[config.mk]
export PLATFORM = sky130hd
export DESIGN_NAME = commit_monitor
export DESIGN_NICKNAME = d
export VERILOG_FILES = /design/src/rtl/commit_monitor.sv
export SDC_FILE = /design/constraint.sdc
export NUM_CORES = 1
export LEC_CHECK = 0
export CORE_MARGIN = 4
export CORE_UTILIZATION = 40
export CTS_CLUSTER_DIAMETER = 40
export DETAILED_ROUTE_END_ITERATION = 8
export PLACE_DENSITY_LB_ADDON = 0.08
export SLEW_MARGIN = 25
export SYNTH_ARGS = -nofsm -noshare
export SYNTH_HDL_FRONTEND = slang
export SYNTH_SLANG_ARGS = --single-unit
[constraint.sdc]
create_clock -name clk -period 2.8 [get_ports clk]
set_input_delay 0.56 -clock clk [delete_from_list [all_inputs] [get_ports clk]]
set_output_delay 0.56 -clock clk [all_outputs]
set_load 0.01 [all_outputs]
[src/rtl/commit_monitor.sv]
// End-of-run monitor: counts cycles, commits, stalls and flushes while running,
// then reads the a0/a1 mappings and values through the RAT and PRF and holds a final snapshot.
module commit_monitor #(
    parameter int unsigned MAX_CYCLES      = 20000,
    parameter int unsigned STALL_THRESHOLD = 200,
    parameter int unsigned PREG_W          = 6
) (
    input  logic              clk,
    input  logic              rst_n,
    input  logic              commit_i,
    input  logic              flush_i,
    input  logic              recover_i,
    output logic              rat_rd_en_o,
    output logic [4:0]        rat_rd_arch_o,
    input  logic [PREG_W-1:0] rat_rd_preg_i,
    output logic              prf_rd_en_o,
    output logic [PREG_W-1:0] prf_rd_addr_o,
    input  logic [31:0]       prf_rd_data_i,
    output logic [63:0]       cycle_count_o,
    output logic [63:0]       commit_count_o,
    output logic [31:0]       stall_ctr_o,
    output logic [31:0]       flush_count_o,
    output logic              done_o,
    output logic [1:0]        done_cause_o,
    output logic [PREG_W-1:0] a0_preg_o,
    output logic [PREG_W-1:0] a1_preg_o,
    output logic [31:0]       a0_val_o,
    output logic [31:0]       a1_val_o
);

    localparam int unsigned CNT_W  = 64;
    localparam int unsigned SAT_W  = 32;
    localparam int unsigned DATA_W = 32;
    localparam int unsigned ARCH_W = 5;

    localparam logic [ARCH_W-1:0] ARCH_A0 = ARCH_W'(10);
    localparam logic [ARCH_W-1:0] ARCH_A1 = ARCH_W'(11);
    localparam logic [SAT_W-1:0]  SAT_MAX = '1;

    typedef enum logic [2:0] {
        S_RUN  = 3'd0,
        S_RAT0 = 3'd1,
        S_RAT1 = 3'd2,
        S_PRF0 = 3'd3,
        S_PRF1 = 3'd4,
        S_FIN  = 3'd5,
        S_DONE = 3'd6
    } state_e;

    state_e              state_q, state_d;
    logic [CNT_W-1:0]    cycle_q, cycle_d;
    logic [CNT_W-1:0]    commit_q, commit_d;
    logic [SAT_W-1:0]    stall_q, stall_d;
    logic [SAT_W-1:0]    flush_q, flush_d;
    logic [1:0]          cause_q, cause_d;
    logic [PREG_W-1:0]   a0_preg_q, a0_preg_d;
    logic [PREG_W-1:0]   a1_preg_q, a1_preg_d;
    logic [DATA_W-1:0]   a0_val_q, a0_val_d;
    logic [DATA_W-1:0]   a1_val_q, a1_val_d;
    logic                rat_en_q, rat_en_d;
    logic [ARCH_W-1:0]   rat_arch_q, rat_arch_d;
    logic                prf_en_q, prf_en_d;
    logic [PREG_W-1:0]   prf_addr_q, prf_addr_d;
    logic                done_q, done_d;

    logic stall_hit_c;
    logic cycle_hit_c;

    assign stall_hit_c = (stall_q >= SAT_W'(STALL_THRESHOLD));
    assign cycle_hit_c = (cycle_q >= CNT_W'(MAX_CYCLES));

    // Next-state, counter and snapshot logic; read outputs are registered from the next state
    always_comb begin
        state_d    = state_q;
        cycle_d    = cycle_q;
        commit_d   = commit_q;
        stall_d    = stall_q;
        flush_d    = flush_q;
        cause_d    = cause_q;
        a0_preg_d  = a0_preg_q;
        a1_preg_d  = a1_preg_q;
        a0_val_d   = a0_val_q;
        a1_val_d   = a1_val_q;
        rat_en_d   = 1'b0;
        rat_arch_d = '0;
        prf_en_d   = 1'b0;
        prf_addr_d = '0;
        done_d     = 1'b0;

        case (state_q)
            S_RUN: begin
                if (stall_hit_c || cycle_hit_c) begin
                    state_d = S_RAT0;
                    cause_d = {cycle_hit_c, stall_hit_c};
                end else begin
                    cycle_d = cycle_q + CNT_W'(1);
                    if (commit_i) begin
                        commit_d = commit_q + CNT_W'(1);
                        stall_d  = '0;
                    end else if (stall_q != SAT_MAX) begin
                        stall_d = stall_q + SAT_W'(1);
                    end
                    if ((flush_i || recover_i) && (flush_q != SAT_MAX)) begin
                        flush_d = flush_q + SAT_W'(1);
                    end
                end
            end
            S_RAT0: state_d = S_RAT1;
            S_RAT1: begin
                a0_preg_d = rat_rd_preg_i;
                state_d   = S_PRF0;
            end
            S_PRF0: begin
                a1_preg_d = rat_rd_preg_i;
                state_d   = S_PRF1;
            end
            S_PRF1: begin
                a0_val_d = prf_rd_data_i;
                state_d  = S_FIN;
            end
            S_FIN: begin
                a1_val_d = prf_rd_data_i;
                state_d  = S_DONE;
            end
            S_DONE:  state_d = S_DONE;
            default: state_d = S_RUN;
        endcase

        case (state_d)
            S_RAT0: begin
                rat_en_d   = 1'b1;
                rat_arch_d = ARCH_A0;
            end
            S_RAT1: begin
                rat_en_d   = 1'b1;
                rat_arch_d = ARCH_A1;
            end
            S_PRF0: begin
                prf_en_d   = 1'b1;
                prf_addr_d = a0_preg_d;
            end
            S_PRF1: begin
                prf_en_d   = 1'b1;
                prf_addr_d = a1_preg_d;
            end
            S_DONE:  done_d = 1'b1;
            default: ;
        endcase
    end

    // State and datapath registers
    always_ff @(posedge clk or negedge rst_n) begin
        if (!rst_n) begin
            state_q    <= S_RUN;
            cycle_q    <= '0;
            commit_q   <= '0;
            stall_q    <= '0;
            flush_q    <= '0;
            cause_q    <= '0;
            a0_preg_q  <= '0;
            a1_preg_q  <= '0;
            a0_val_q   <= '0;
            a1_val_q   <= '0;
            rat_en_q   <= 1'b0;
            rat_arch_q <= '0;
            prf_en_q   <= 1'b0;
            prf_addr_q <= '0;
            done_q     <= 1'b0;
        end else begin
            state_q    <= state_d;
            cycle_q    <= cycle_d;
            commit_q   <= commit_d;
            stall_q    <= stall_d;
            flush_q    <= flush_d;
            cause_q    <= cause_d;
            a0_preg_q  <= a0_preg_d;
            a1_preg_q  <= a1_preg_d;
            a0_val_q   <= a0_val_d;
            a1_val_q   <= a1_val_d;
            rat_en_q   <= rat_en_d;
            rat_arch_q <= rat_arch_d;
            prf_en_q   <= prf_en_d;
            prf_addr_q <= prf_addr_d;
            done_q     <= done_d;
        end
    end

    assign rat_rd_en_o    = rat_en_q;
    assign rat_rd_arch_o  = rat_arch_q;
    assign prf_rd_en_o    = prf_en_q;
    assign prf_rd_addr_o  = prf_addr_q;
    assign cycle_count_o  = cycle_q;
    assign commit_count_o = commit_q;
    assign stall_ctr_o    = stall_q;
    assign flush_count_o  = flush_q;
    assign done_o         = done_q;
    assign done_cause_o   = cause_q;
    assign a0_preg_o      = a0_preg_q;
    assign a1_preg_o      = a1_preg_q;
    assign a0_val_o       = a0_val_q;
    assign a1_val_o       = a1_val_q;

endmodule

# Word-level counts from Yosys, hierarchy flattened
# Cells that the tools add are included.
# totals
reg_bits	287
output_inout_bits	284
elab_cells	59
# classes
muxes	11
order_cmp	2
bitwise	1
addsub	4
n_eq_ne	13
reduce_logical	13
# ops
operator	n
64-bit by 1-bit adder with 64-bit output, second input constant	2
32-bit by 1-bit adder with 32-bit output, second input constant	2
64-bit by 15-bit greater-or-equal comparator with 1-bit output, second input constant	1
32-bit two-way mux	2
32-bit inequality test, second input constant	2
32-bit by 8-bit greater-or-equal comparator with 1-bit output, second input constant	1
3-bit one-hot mux with 6 select lines	1
3-bit == test, second input constant	5
3-bit by 2-bit == test with 1-bit output, second input constant	4
6-bit two-way mux	2
6-bit one-hot mux with 2 select lines	1
3-bit AND reduction	3
4-bit one-hot mux with 2 select lines	1
3-bit by 1-bit == test with 1-bit output, second input constant	2
2-bit OR reduction	3
2-bit AND reduction	2
3-bit zero test	1
1-bit two-way mux	3
3-bit two-way mux	1
1-bit logical OR	2
2-bit nonzero test	1
1-bit logical AND	1
1-bit inverter	1

# Logic depth before layout (Yosys ltp)
# depth
ltp_word	7
depth_mapped	8
ltp_nobuf	7

# Worst setup path before layout
# Ideal clock, no wire load.
# synth_path
path_kind	register to register
from	reg cycle_q[9] (netlist: cycle_count_o[9])
to	reg commit_q[54] (netlist: commit_count_o[54])
path_stages_with_launch	9
slack_ns	0.257
t_arrival_ns	2.418
synth_period_minus_slack_ns	2.543
path_cell_list	dfrtp_1 and3_4 a211o_1 a211oi_4 and4_1 buf_2 nand3_2 or3b_2 xnor2_1
# synth_via
elab_chain_cells	4
# synth_lines
item	line_no	rtl
start: declaration	51	logic [CNT_W-1:0] cycle_q, cycle_d;
start signal: assignment	171	cycle_q <= cycle_d;
64-bit by 15-bit greater-or-equal comparator with 1-bit output	70	assign cycle_hit_c = (cycle_q >= CNT_W'(MAX_CYCLES));
1-bit logical OR	92	if (stall_hit_c || cycle_hit_c) begin
1-bit inverter (no source line)	n/a	
3-bit AND reduction (no source line)	n/a	
end signal: assignment	172	commit_q <= commit_d;
end: declaration	52	logic [CNT_W-1:0] commit_q, commit_d;
# No other way between the ends.
# A chain may end at the register's enable or synchronous reset.

# Worst setup path in the final report
# layout_path
from	reg cycle_q[62] (netlist: cycle_count_o[62])
to	reg commit_q[54] (netlist: commit_count_o[54])
# The elaborated chain is that of the path after synthesis.

==> results.toml <==
[status]
outcome = "finished clean"

[cells_and_area]
area_growth_pct = 45.8
utilization_pct = 59.6
fill_cells = 2266
n_antenna_cell = 0
design_area_um2 = 16200
finalNetCount = 1246
drive_above_1_share_pct = 16.7

[placement]
portBuffers = 324
postPlaceCellArea_um2 = 14800
routabilityCongestion = 0.766
dpl.hpwl_um = 20300

[synthesis]
synth-compound-area-share_pct = 1.28
synth_seq_cells = 283
synth_edf_count = 0
synth.most_common_cell = "dfrtp_1"
yosys.area_share.xor_xnor_pct = 8.51
netlist.area_leader.share_pct = 63.7
synth_warnings = 0
synth_cells = 892
yosys_most_used_dff = "dfrtp_1"
yosys.cell_types.count = 45
synthArstFlopShare_pct = 100
synthAdderAreaFrac_pct = 0.675
synth_top_family_by_area = "simple AND/OR/NAND/NOR gates"
synthTopCellsByArea = "dfrtp_1 64%, mux2_2 7.9%, xnor2_1 5.7%"
muxShareOfSynthArea_pct = 7.90
synth_area_per_cell_um2 = 12.5
seq_area_frac_synth_pct = 63.7
synth_largest_area_cell = "dfrtp_1"
synth_common_cells = "283 x dfrtp_1, 87 x clkbuf_1, 78 x mux2_2"
synthSimpleGateAreaFrac_pct = 13.8
synthesis.area_um2 = 11100

[global_route]
grt_pass1_wl_um = 45000
overflow = 0
antenna_found_initial = 0
grt_max_degree = 70
grt_pass1_vias = 8075
grt_usage_pct = 18.0

[flow_run]
cap_violations = 0

[timing]
clock-skew-final_ns = 0.0230
setup_tns_ns = 0
rsz0062_at_grt = "false"
worstMarginPinSlew_ns = 0.746
max_freq_mhz = 386
relSlewSlack_pct = 50.1
setup_viol = 0
final.min_clock_period_ns = 2.59
holdWs_ns = 0.00933
final_max_slew_viol_count = 0
fin_crit_sh_pct = 92.6
hold_viol = 0

[die]
num_rows = 60
initial_core_util_pct = 40.9
core_area_um2 = 27200
die_h_um = 175
io_pins = 327
die_area_um2 = 30500
die_x_um = 175

[clocking]
cts_root_buf = "clkbuf_16"
cts_sinks = 283
htree_num_levels = 2
clk_path_buf_depth = 3
clk_pin_slew_ns = 0.06
clkLatencyLatePin_ns = 0.53
cts_tree = "yes"
cts-buffers-inserted = 41

[routing]
antenna_left = 0
drcViolationCount = 0
route.vias.total = 7581
drtIter0Drc = 260
viasPerCell = 4.74
first_pass_iters = 4
wirelength_um = 27600
wl_per_cell_um = 17.2

[critical_path]
ff2ff_setup_slack_ns = 0.21
crit_required_ns = 3.19
cp_top_family = "simple AND/OR/NAND/NOR gates"
crit_path_top_delay_cell = "or3b_2"
critical_path_buf_inv_count = 1
crit_chain = "nor4_1 > nand4_1 > a211oi_4 > buf_4 > and4_1 > nand3_2 > or3b_2 > xnor2_1"
startpoint_type = "register"
slowest_delay_ns = 0.46
worstPathArrival_ns = 2.98
crit_type = "reg2reg"
worstPathMaxFanout = 5
cp-end-kind = "register"

[power_and_ir_drop]
power_frac_comb_pct = 7.6
peakVddDrop_mv = 0.666
powerDensity_nw_per_um2 = 637
p_total_uw = 10300
pwr-share-seq_pct = 42.5
p_leak_uw = 0.00730
switching_share_pct = 23.3
p_sw_uw = 2400
p_int_uw = 7920
p_clk_share_pct = 49.9

[hold_path]
min_path_type = "in2async"
## layout make-up
| cell class | instances | area [um2] | area share [%] |
|---|---|---|---|
| Timing Repair Buffer | 357 | 3560 | 22.0 |
| Clock inverter | 27 | 328 | 2.02 |
| Inverter | 20 | 75.1 | 0.463 |
| Sequential cell | 283 | 7080 | 43.7 |
| Tap cell | 372 | 465 | 2.87 |
| Clock buffer | 47 | 1070 | 6.59 |
| Multi-Input combinational cell | 494 | 3630 | 22.4 |
## power by group through the flow
stage                     Sequential [uW]  Clock, uW  Combinational (uW)
after floorplan                      4500          0                 213
after global placement               4450          0                 790
after detailed placement             4460          0                 798
after CTS                            4390       5290                 804
after global routing                 4410       5480                 862
final                                4380       5150                 784
## sequential cells by signal, summed over array words and instances (netlist names)
name            cells
flush_count_o      32
state_q             3
commit_count_o     64
stall_ctr_o        32
a0_preg_o           6
a1_preg_o           6
done_cause_o        2
done_o              1
prf_rd_addr_o       6
prf_rd_en_o         1
a1_val_o           32
rat_rd_arch_o       2
cycle_count_o      64
a0_val_o           32
## worst paths after layout
check                                   from            endpoint  cells past startpoint
min reg2reg                cycle_count_o[48]   cycle_count_o[48]                      0
max reg2reg                cycle_count_o[62]  commit_count_o[54]                      8
max in group asynchronous              rst_n   commit_count_o[6]                      2
max                        cycle_count_o[62]  commit_count_o[54]                      8
min in group clk           cycle_count_o[48]   cycle_count_o[48]                      0
min                                    rst_n        a1_preg_o[4]                      1
## cell usage in the layout, fill, tap and decap left out, types with 21 or more instances in the layout
cell type / netlist / layout
clkdlybuf4s50_1: 0 / 323
dfrtp_1: 283 / 283
mux2_2: 78 / 78
xnor2_1: 72 / 72
nand2_1: 63 / 63
nor2_1: 45 / 45
clkbuf_16: 0 / 41
xor2_1: 36 / 36
nand3_1: 34 / 34
nand4_1: 31 / 31
buf_4: 6 / 28
nor4_1: 25 / 21
and3_1: 21 / 21
## stage by stage
| step | cells | worst slack (ns) |
|---|---|---|
| after floorplan | 893 | 0.257 |
| after global placement | 1524 | 0.147 |
| after detailed placement | 1524 | 0.128 |
| after CTS | 1598 | 0.0444 |
| after global routing | 1600 | 0.0198 |
| final | 1600 | 0.207 |
## kinds of logic (layout without fill, tap and decap cells)
group                      after synthesis  in the layout
DFF                                    283            283
and+or+nand+nor                        280            280
buffers and inverters                  116            451
xor gates and xnor gates               108            108
muxes                                   78             78
AOI/OAI and AO/OA                       20             20
adders and majority gates                6              6
other                                    1              2
## what timing repair did
item | in CTS | in global routing
endpoints found under the hold margin | 0 | 0
buffers inserted | 0 | 2
hold buffers | 0 | 0
gates resized for setup | 0 | 6
setup endpoints to repair | 0 | 34
## layer usage
| metal | global-route usage (%) | wire length, um | up-vias |
|---|---|---|---|
| met2 | 29.3 | 13100 | 247 |
| li1 | - | - | 3596 |
| met4 | 4.58 | 521 | 0 |
| met1 | 23.6 | 11900 | 3704 |
| met5 | 0 | 0 | - |
| met3 | 5.71 | 2070 | 34 |
Note: power is estimated with default switching activity, not from simulation.
